`src/rtl/bldc_ramp_sequencer.sv`:
```
// bldc_ramp_sequencer
//   Soft-start / soft-stop sequencer for a BLDC driver. It takes direction
//   and duty commands and ramps the PWM duty toward the commanded target in
//   fixed steps. On a direction reversal or a stop request it ramps down,
//   then waits until the rotor reports zero speed before it starts again.
//   A driver fault, a hall error or a stop that never completes drops the
//   drive into a latched FAULT state.
//
//   Ports:
//     sys_clk        system clock
//     reset          asynchronous active-high reset
//     cmd            command channel (slave side of bldc_ramp_sequencer_if)
//     rpm            measured speed; only tested for zero
//     fault_n        driver fault, active low
//     hall_error     invalid hall code
//     clear_fault    single-cycle fault acknowledge
//     drive_enable   driver enable
//     drive_dir      driver direction
//     drive_duty     driver PWM duty
//     seq_state      current state encoding, for debug and checkers
//     fault_latched  high while in FAULT
//
//   All outputs are registered except cmd.cmd_ready, which decodes the
//   current state only.
package bldc_ramp_sequencer_pkg;
    typedef enum logic [1:0] {
        DIR_NONE = 2'd0,
        DIR_CW   = 2'd1,
        DIR_CCW  = 2'd2
    } rotation_direction_t;

    typedef enum logic [2:0] {
        S_IDLE      = 3'd0,
        S_RAMP      = 3'd1,
        S_RUN       = 3'd2,
        S_RAMP_DOWN = 3'd3,
        S_WAIT_STOP = 3'd4,
        S_FAULT     = 3'd5
    } seq_state_t;
endpackage

module bldc_ramp_sequencer
    import bldc_ramp_sequencer_pkg::*;
#(
    parameter int clk_freq_hz   = 54_000_000,
    parameter int duty_width    = 11,
    parameter int counter_width = 32,
    parameter int step_period   = 5400,
    parameter int duty_step     = 8,
    parameter int max_duty      = 1000,
    parameter int stop_hold     = 54_000,
    parameter int stop_timeout  = 54_000_000
) (
    input  logic                     sys_clk,
    input  logic                     reset,
    bldc_ramp_sequencer_if.slave     cmd,
    input  logic [counter_width-1:0] rpm,
    input  logic                     fault_n,
    input  logic                     hall_error,
    input  logic                     clear_fault,
    output logic                     drive_enable,
    output rotation_direction_t      drive_dir,
    output logic [duty_width-1:0]    drive_duty,
    output logic [2:0]               seq_state,
    output logic                     fault_latched
);

    // One timer width serves the step, hold and timeout counters. It is
    // sized to count the longest of the stop timeout and one second of
    // clocks.
    localparam int TIMER_MAX = (stop_timeout > clk_freq_hz) ? stop_timeout : clk_freq_hz;
    localparam int TIMER_W   = $clog2(TIMER_MAX + 1);

    localparam logic [TIMER_W-1:0]    STEP_LAST = TIMER_W'(step_period - 1);
    localparam logic [TIMER_W-1:0]    HOLD_LAST = TIMER_W'(stop_hold - 1);
    localparam logic [TIMER_W-1:0]    WAIT_LAST = TIMER_W'(stop_timeout - 1);
    localparam logic [duty_width-1:0] DUTY_MAX  = duty_width'(max_duty);
    localparam logic [duty_width-1:0] DUTY_STEP = duty_width'(duty_step);

    seq_state_t             state_q, state_d;
    logic                   enable_d, fault_d;
    rotation_direction_t    dir_d;
    logic [duty_width-1:0]  duty_d;
    logic [duty_width-1:0]  target_q, target_d;
    rotation_direction_t    pend_dir_q, pend_dir_d;
    logic [duty_width-1:0]  pend_duty_q, pend_duty_d;
    logic [TIMER_W-1:0]     step_cnt_q, step_cnt_d;
    logic [TIMER_W-1:0]     hold_cnt_q, hold_cnt_d;
    logic [TIMER_W-1:0]     wait_cnt_q, wait_cnt_d;

    logic                   cmd_ready_int;
    logic                   accept;
    logic                   step_tick;
    logic                   ext_fault;
    rotation_direction_t    cmd_dir_in;
    logic [duty_width-1:0]  duty_clamped;

    // Move one step toward goal and stop exactly on it. The guard on the
    // distance keeps the add from overflowing and the subtract from wrapping.
    function automatic logic [duty_width-1:0] step_toward(
        input logic [duty_width-1:0] cur,
        input logic [duty_width-1:0] goal
    );
        logic [duty_width-1:0] res;
        res = cur;
        if (cur < goal) begin
            res = ((goal - cur) > DUTY_STEP) ? (cur + DUTY_STEP) : goal;
        end else if (cur > goal) begin
            res = ((cur - goal) > DUTY_STEP) ? (cur - DUTY_STEP) : goal;
        end
        return res;
    endfunction

    assign cmd_ready_int = (state_q == S_IDLE) || (state_q == S_RAMP) || (state_q == S_RUN);
    assign cmd.cmd_ready = cmd_ready_int;
    assign accept        = cmd.cmd_valid && cmd_ready_int;
    // The unused code 3 is treated as a stop request, so it can never reach the driver.
    assign cmd_dir_in    = (cmd.cmd_dir == 2'd3) ? DIR_NONE : rotation_direction_t'(cmd.cmd_dir);
    assign duty_clamped  = (cmd.cmd_duty > DUTY_MAX) ? DUTY_MAX : cmd.cmd_duty;
    assign step_tick     = (step_cnt_q == STEP_LAST);
    assign ext_fault     = !fault_n || hall_error;
    assign seq_state     = state_q;

    always_comb begin
        state_d     = state_q;
        enable_d    = drive_enable;
        dir_d       = drive_dir;
        duty_d      = drive_duty;
        target_d    = target_q;
        pend_dir_d  = pend_dir_q;
        pend_duty_d = pend_duty_q;
        // Timers are zero unless the current state keeps them running. A
        // state entered fresh therefore always starts counting from zero.
        step_cnt_d  = '0;
        hold_cnt_d  = '0;
        wait_cnt_d  = '0;

        case (state_q)
            S_IDLE: begin
                if (accept && cmd_dir_in != DIR_NONE && duty_clamped != '0) begin
                    dir_d    = cmd_dir_in;
                    enable_d = 1'b1;
                    duty_d   = '0;
                    target_d = duty_clamped;
                    state_d  = S_RAMP;
                end
            end

            S_RAMP, S_RUN: begin
                if (accept) begin
                    // A command received here restarts the step timer.
                    if (cmd_dir_in != drive_dir || duty_clamped == '0) begin
                        pend_dir_d  = cmd_dir_in;
                        pend_duty_d = duty_clamped;
                        state_d     = S_RAMP_DOWN;
                    end else begin
                        target_d = duty_clamped;
                        state_d  = S_RAMP;
                    end
                end else if (state_q == S_RAMP) begin
                    if (drive_duty == target_q) begin
                        state_d = S_RUN;
                    end else if (step_tick) begin
                        duty_d = step_toward(drive_duty, target_q);
                        if (duty_d == target_q) begin
                            state_d = S_RUN;
                        end
                    end else begin
                        step_cnt_d = step_cnt_q + TIMER_W'(1);
                    end
                end
            end

            S_RAMP_DOWN: begin
                if (drive_duty == '0) begin
                    enable_d = 1'b0;
                    state_d  = S_WAIT_STOP;
                end else if (step_tick) begin
                    duty_d = step_toward(drive_duty, '0);
                    if (duty_d == '0) begin
                        enable_d = 1'b0;
                        state_d  = S_WAIT_STOP;
                    end
                end else begin
                    step_cnt_d = step_cnt_q + TIMER_W'(1);
                end
            end

            S_WAIT_STOP: begin
                enable_d   = 1'b0;
                duty_d     = '0;
                wait_cnt_d = wait_cnt_q + TIMER_W'(1);
                hold_cnt_d = (rpm == '0) ? (hold_cnt_q + TIMER_W'(1)) : '0;
                // A completed stop wins over a timeout that expires on the same clock.
                if (rpm == '0 && hold_cnt_q == HOLD_LAST) begin
                    hold_cnt_d  = '0;
                    wait_cnt_d  = '0;
                    pend_dir_d  = DIR_NONE;
                    pend_duty_d = '0;
                    if (pend_dir_q == DIR_NONE || pend_duty_q == '0) begin
                        dir_d   = DIR_NONE;
                        state_d = S_IDLE;
                    end else begin
                        dir_d    = pend_dir_q;
                        enable_d = 1'b1;
                        target_d = pend_duty_q;
                        state_d  = S_RAMP;
                    end
                end else if (wait_cnt_q == WAIT_LAST) begin
                    state_d = S_FAULT;
                end
            end

            S_FAULT: begin
                if (clear_fault && fault_n && !hall_error) begin
                    state_d = S_IDLE;
                end
            end

            default: begin
                enable_d = 1'b0;
                dir_d    = DIR_NONE;
                duty_d   = '0;
                state_d  = S_IDLE;
            end
        endcase

        // An external fault overrides any command taken on the same clock.
        if (ext_fault && state_q != S_IDLE && state_q != S_FAULT) begin
            state_d = S_FAULT;
        end

        // Keep the drive safe in FAULT. This covers entry from any path.
        if (state_d == S_FAULT) begin
            enable_d    = 1'b0;
            dir_d       = DIR_NONE;
            duty_d      = '0;
            target_d    = '0;
            pend_dir_d  = DIR_NONE;
            pend_duty_d = '0;
            step_cnt_d  = '0;
            hold_cnt_d  = '0;
            wait_cnt_d  = '0;
        end

        fault_d = (state_d == S_FAULT);
    end

    always_ff @(posedge sys_clk or posedge reset) begin
        if (reset) begin
            state_q       <= S_IDLE;
            drive_enable  <= 1'b0;
            drive_dir     <= DIR_NONE;
            drive_duty    <= '0;
            fault_latched <= 1'b0;
            target_q      <= '0;
            pend_dir_q    <= DIR_NONE;
            pend_duty_q   <= '0;
            step_cnt_q    <= '0;
            hold_cnt_q    <= '0;
            wait_cnt_q    <= '0;
        end else begin
            state_q       <= state_d;
            drive_enable  <= enable_d;
            drive_dir     <= dir_d;
            drive_duty    <= duty_d;
            fault_latched <= fault_d;
            target_q      <= target_d;
            pend_dir_q    <= pend_dir_d;
            pend_duty_q   <= pend_duty_d;
            step_cnt_q    <= step_cnt_d;
            hold_cnt_q    <= hold_cnt_d;
            wait_cnt_q    <= wait_cnt_d;
        end
    end

endmodule

```
`src/rtl/bldc_ramp_sequencer_if.sv`:
```
// bldc_ramp_sequencer_if
//   Command channel into the BLDC ramp sequencer.
//
//   Handshake: the master holds cmd_valid, cmd_dir and cmd_duty stable while
//   it offers a command. The command is taken on the rising sys_clk edge
//   where cmd_valid and cmd_ready are both high. cmd_ready does not depend on
//   cmd_valid.
//
//   Signals:
//     cmd_valid  master -> slave  command offered
//     cmd_ready  slave -> master  sequencer can take a command this cycle
//     cmd_dir    master -> slave  requested direction (0 none, 1 CW, 2 CCW)
//     cmd_duty   master -> slave  requested PWM duty
//
//   cmd_dir is a plain 2-bit vector here so this file stands on its own. The
//   sequencer casts it to its direction type.
interface bldc_ramp_sequencer_if #(
    parameter int duty_width = 11
);
    logic                  cmd_valid;
    logic                  cmd_ready;
    logic [1:0]            cmd_dir;
    logic [duty_width-1:0] cmd_duty;

    modport master (
        output cmd_valid,
        output cmd_dir,
        output cmd_duty,
        input  cmd_ready
    );

    modport slave (
        input  cmd_valid,
        input  cmd_dir,
        input  cmd_duty,
        output cmd_ready
    );
endinterface

```
`src/flat_wrapper.sv`:
```
// flat-port wrapper written by rule: the top's interface ports become plain ports
module bldc_ramp_sequencer_flat import bldc_ramp_sequencer_pkg::*;
#(
    parameter int clk_freq_hz   = 54_000_000,
    parameter int duty_width    = 11,
    parameter int counter_width = 32,
    parameter int step_period   = 5400,
    parameter int duty_step     = 8,
    parameter int max_duty      = 1000,
    parameter int stop_hold     = 54_000,
    parameter int stop_timeout  = 54_000_000
)
  (sys_clk, reset, rpm, fault_n, hall_error, clear_fault, drive_enable, drive_dir, drive_duty, seq_state, fault_latched, cmd_cmd_valid, cmd_cmd_dir, cmd_cmd_duty, cmd_cmd_ready);
  bldc_ramp_sequencer_if #(.duty_width(duty_width)) cmd_i ();
  input  logic sys_clk;
  input  logic reset;
  input  logic [counter_width-1:0] rpm;
  input  logic fault_n;
  input  logic hall_error;
  input  logic clear_fault;
  output logic drive_enable;
  output rotation_direction_t drive_dir;
  output logic [duty_width-1:0] drive_duty;
  output logic [2:0] seq_state;
  output logic fault_latched;
  input wire logic [$bits(cmd_i.cmd_valid)-1:0] cmd_cmd_valid;
  input wire logic [$bits(cmd_i.cmd_dir)-1:0] cmd_cmd_dir;
  input wire logic [$bits(cmd_i.cmd_duty)-1:0] cmd_cmd_duty;
  output wire logic [$bits(cmd_i.cmd_ready)-1:0] cmd_cmd_ready;
  assign cmd_i.cmd_valid = cmd_cmd_valid;
  assign cmd_i.cmd_dir = cmd_cmd_dir;
  assign cmd_i.cmd_duty = cmd_cmd_duty;
  assign cmd_cmd_ready = cmd_i.cmd_ready;
  bldc_ramp_sequencer #(.clk_freq_hz(clk_freq_hz), .duty_width(duty_width), .counter_width(counter_width), .step_period(step_period), .duty_step(duty_step), .max_duty(max_duty), .stop_hold(stop_hold), .stop_timeout(stop_timeout)) u_core (.sys_clk(sys_clk), .reset(reset), .cmd(cmd_i), .rpm(rpm), .fault_n(fault_n), .hall_error(hall_error), .clear_fault(clear_fault), .drive_enable(drive_enable), .drive_dir(drive_dir), .drive_duty(drive_duty), .seq_state(seq_state), .fault_latched(fault_latched));
endmodule
```
`config.mk`:
```
export PLATFORM = sky130hd
export DESIGN_NAME = bldc_ramp_sequencer_flat
export DESIGN_NICKNAME = d
export VERILOG_FILES = /design/src/rtl/bldc_ramp_sequencer.sv /design/src/rtl/bldc_ramp_sequencer_if.sv /design/src/flat_wrapper.sv
export SDC_FILE = /design/constraint.sdc
export NUM_CORES = 1
export LEC_CHECK = 0
export BUFFER_PORTS_ARGS = -buffer_cell sky130_fd_sc_hd__buf_2
export CAP_MARGIN = 10
export CORE_MARGIN = 2
export CORE_UTILIZATION = 48
export CTS_CLUSTER_DIAMETER = 60
export DETAILED_ROUTE_END_ITERATION = 8
export PLACE_DENSITY = 0.68
export SYNTH_ARGS = -nofsm -noshare
export SYNTH_HDL_FRONTEND = slang
export SYNTH_SLANG_ARGS = --single-unit
```
`constraint.sdc`:
```
create_clock -name sys_clk -period 3.95 [get_ports sys_clk]
set_input_delay 0.395 -clock sys_clk [delete_from_list [all_inputs] [get_ports sys_clk]]
set_output_delay 0.395 -clock sys_clk [all_outputs]
set_load 0.02 [all_outputs]
```
==> impl_metrics.json <==
{
  "status": "complete, no violations",
  "first_pass_iters": 5,
  "cts_num_sinks": 120,
  "tightestPinTransition_ns": 0.817,
  "yosysMostFrequentCell": "nor2_1",
  "die_x_um": 140,
  "first_global_vias": 7867,
  "ctsHtreeMaxLevel": 4,
  "drt_iter0_markers": 717,
  "dp_slack_ns": 0.294,
  "timing.final.crit_share_pct": 93.5,
  "yosysSeqAreaShare_pct": 33.9,
  "max_cap_viol_count": 0,
  "post-route-drc-count": 0,
  "insertion_delay_ns": 0.42,
  "synth_fp_nets": 1158,
  "synth_seq_cells": 120,
  "cts_buffers": 17,
  "fin_worst_skew_ns": 0.0111,
  "start_util_pct": 49.1,
  "ios": 70,
  "critPathMaxFanout": 13,
  "whs_ns": 0.109,
  "die_area_um2": 19500,
  "synthTopCellsByCount": "nor2_1 (168), dfrtp_1 (120), nand2_1 (79), a21oi_1 (65), nand3_1 (59)",
  "post-cts-setup-buffer-count": 0,
  "finalSetupTns_ns": 0,
  "hold_class": "in2async",
  "worstPathArrival_ns": 4.01,
  "ys.flop_type": "dfrtp_1",
  "vias": 8371,
  "area_growth_pct": 13.8,
  "io_buffers": 69,
  "ctsResizeCount": 0,
  "grt.total_usage_pct": 25.4,
  "via_per_inst": 6.03,
  "ys_warn_count": 0,
  "slew_headroom_pct": 45.5,
  "hold_viol": 0,
  "place_inst": 1358,
  "routed_wl_um": 24400,
  "gp_congestion": 0.973,
  "fp-row-count": 49,
  "synth_edf_count": 0,
  "wl_per_cell_um": 17.6,
  "tritoncts": "done",
  "diodes": 0,
  "core_area_um2": 18000,
  "synthArstFlopShare_pct": 100,
  "syn_area_per_cell_um2": 8.21,
  "cts_buffer_depth": 2,
  "final_cell_count_no_fill": 1389,
  "die_h_um": 140,
  "end_kind": "flop",
  "grt_max_degree": 121,
  "rsz0062_at_grt": "false",
  "grt_overflow": 0,
  "powerDensity_nw_per_um2": 315,
  "postRouteAntennaNets": 0,
  "crit_required_ns": 4.26,
  "final_layout_size_suffix_gt1_share_pct": 15.3,
  "p_leak_nw": 4.19,
  "start_kind": "flop",
  "path_clk_slew_ns": 0.06,
  "num-nets-final": 1228,
  "critPathKind": "reg2reg",
  "slew_violations": 0,
  "setup_ws_ns": 0.257,
  "synth_cell_types": 87,
  "root_buffer": "clkbuf_16",
  "vdd_drop_max_v": 0.000340,
  "fin_crit_ns": 3.69,
  "yosysTopAreaCell": "dfrtp_1",
  "synthCells": 1078,
  "postCtsHoldBufs": 0,
  "netlist_area_um2": 8850,
  "setup_viol": 0,
  "dp_hpwl_um": 17500,
  "yosysTopAreaCellShare_pct": 33.9,
  "antenna_found_initial": 0,
  "synth_area_leaders": "dfrtp_1 (34%), nor2_1 (7.1%), xnor2_1 (5.0%)",
  "fmax_ghz": 0.271,
  "grt_pass1_wl_um": 40500,
  "fill_cells": 1703
}
==> kinds of logic after synthesis <==
group / count (synthesis) / share of synthesized area [%]
fa+ha+maj: 29 / 4.10
mux: 14 / 1.61
simple gates: 487 / 27.7
buf+inv: 98 / 5.04
xor+xnor: 102 / 10.1
compound gates: 228 / 17.6
flops: 120 / 33.9
==> through the flow <==
stage / area, µm² / power [mW] / utilization, %
floorplan: 8850 / 1.57 / -
finish: 10100 / 3.17 / 55.8
global route: 10100 / 3.29 / 55.8
detailed placement: 9500 / 1.69 / 52.7
global placement: 9500 / 1.69 / 52.7
CTS: 10100 / 3.18 / 55.8
==> worst paths after layout <==
check,startpoint,end,slack [ns],depth (start not counted)
setup / recovery,u_core.drive_duty[4]$_DFFE_PP0P_,u_core.seq_state[0]$_DFF_PP0_,0.26,12
hold / removal,reset,u_core.pend_duty_q[8]$_DFFE_PP0P_,0.11,3
setup reg to reg,u_core.drive_duty[4]$_DFFE_PP0P_,u_core.seq_state[0]$_DFF_PP0_,0.26,12
hold reg to reg,u_core.hold_cnt_q[0]$_DFF_PP0_,u_core.hold_cnt_q[0]$_DFF_PP0_,0.47,1
max in group asynchronous,reset,u_core.drive_duty[1]$_DFFE_PP0P_,3.33,3
min in group sys_clk,cmd_cmd_duty[9],u_core.pend_duty_q[9]$_DFFE_PP0P_,0.32,3
==> routing by layer <==
layer	global-route usage, %	wire length (µm)	part of all wire, %
met5	0	0	0
met2	39.1	11000	45
met1	36.6	11300	46
met3	4.34	1590	6.5
met4	7.74	471	1.9
==> cell usage in the layout, fill, tap and decap left out, types with 11 or more instances in the layout <==
master | synthesis | layout
xnor2_1 | 51 | 51
o22ai_1 | 12 | 11
ha_1 | 29 | 29
a211oi_1 | 15 | 15
nand2_1 | 79 | 79
a21oi_1 | 65 | 65
nand3_1 | 59 | 59
mux2i_1 | 12 | 12
o21ai_0 | 36 | 36
clkbuf_16 | 0 | 17
xor2_1 | 51 | 51
nand4_1 | 20 | 20
dfrtp_1 | 120 | 120
inv_1 | 39 | 38
buf_4 | 1 | 36
nor2_1 | 168 | 168
nor4_1 | 32 | 32
and3_1 | 19 | 19
a31oi_1 | 12 | 12
buf_2 | 17 | 69
nor3_1 | 37 | 37
==> area by class of cell <==
cell class	count	area [µm²]	share of cell area, %
Clock inverter	11	98.8	0.982
Sequential cell	120	3000	29.8
Timing Repair Buffer	107	656	6.51
Multi-Input combinational cell	860	5400	53.7
Tap cell	229	287	2.85
Clock buffer	20	457	4.54
Inverter	42	160	1.59
==> flip-flops by register name (all words and copies together) (netlist names), 2 cells and up <==
name / flops
u_core.seq_state: 3
u_core.wait_cnt_q: 26
u_core.target_q: 11
u_core.pend_dir_q: 2
u_core.drive_duty: 11
u_core.step_cnt_q: 26
u_core.hold_cnt_q: 26
u_core.pend_duty_q: 11
u_core.drive_dir: 2
==> power by group <==
group	leakage [nW]	switching, mW	internal [mW]
combinational	2.26	0.286	0.163
sequential	1.66	0.00516	1.23
clock	0.268	0.586	0.893
total	4.19	0.877	2.29
==> critical path: stages (launching register included) <==
cell	delay, ns
dfrtp_1	0.37
inv_1	0.18
ha_1	0.41
a21oi_1	0.30
o21a_1	0.14
o22ai_1	0.07
or4_1	0.53
a211oi_2	0.27
nand3_2	0.34
and4_4	0.30
nor4b_2	0.21
o2111ai_1	0.18
a41o_1	0.28
No activity file was read; power rests on OpenSTA's default activity.
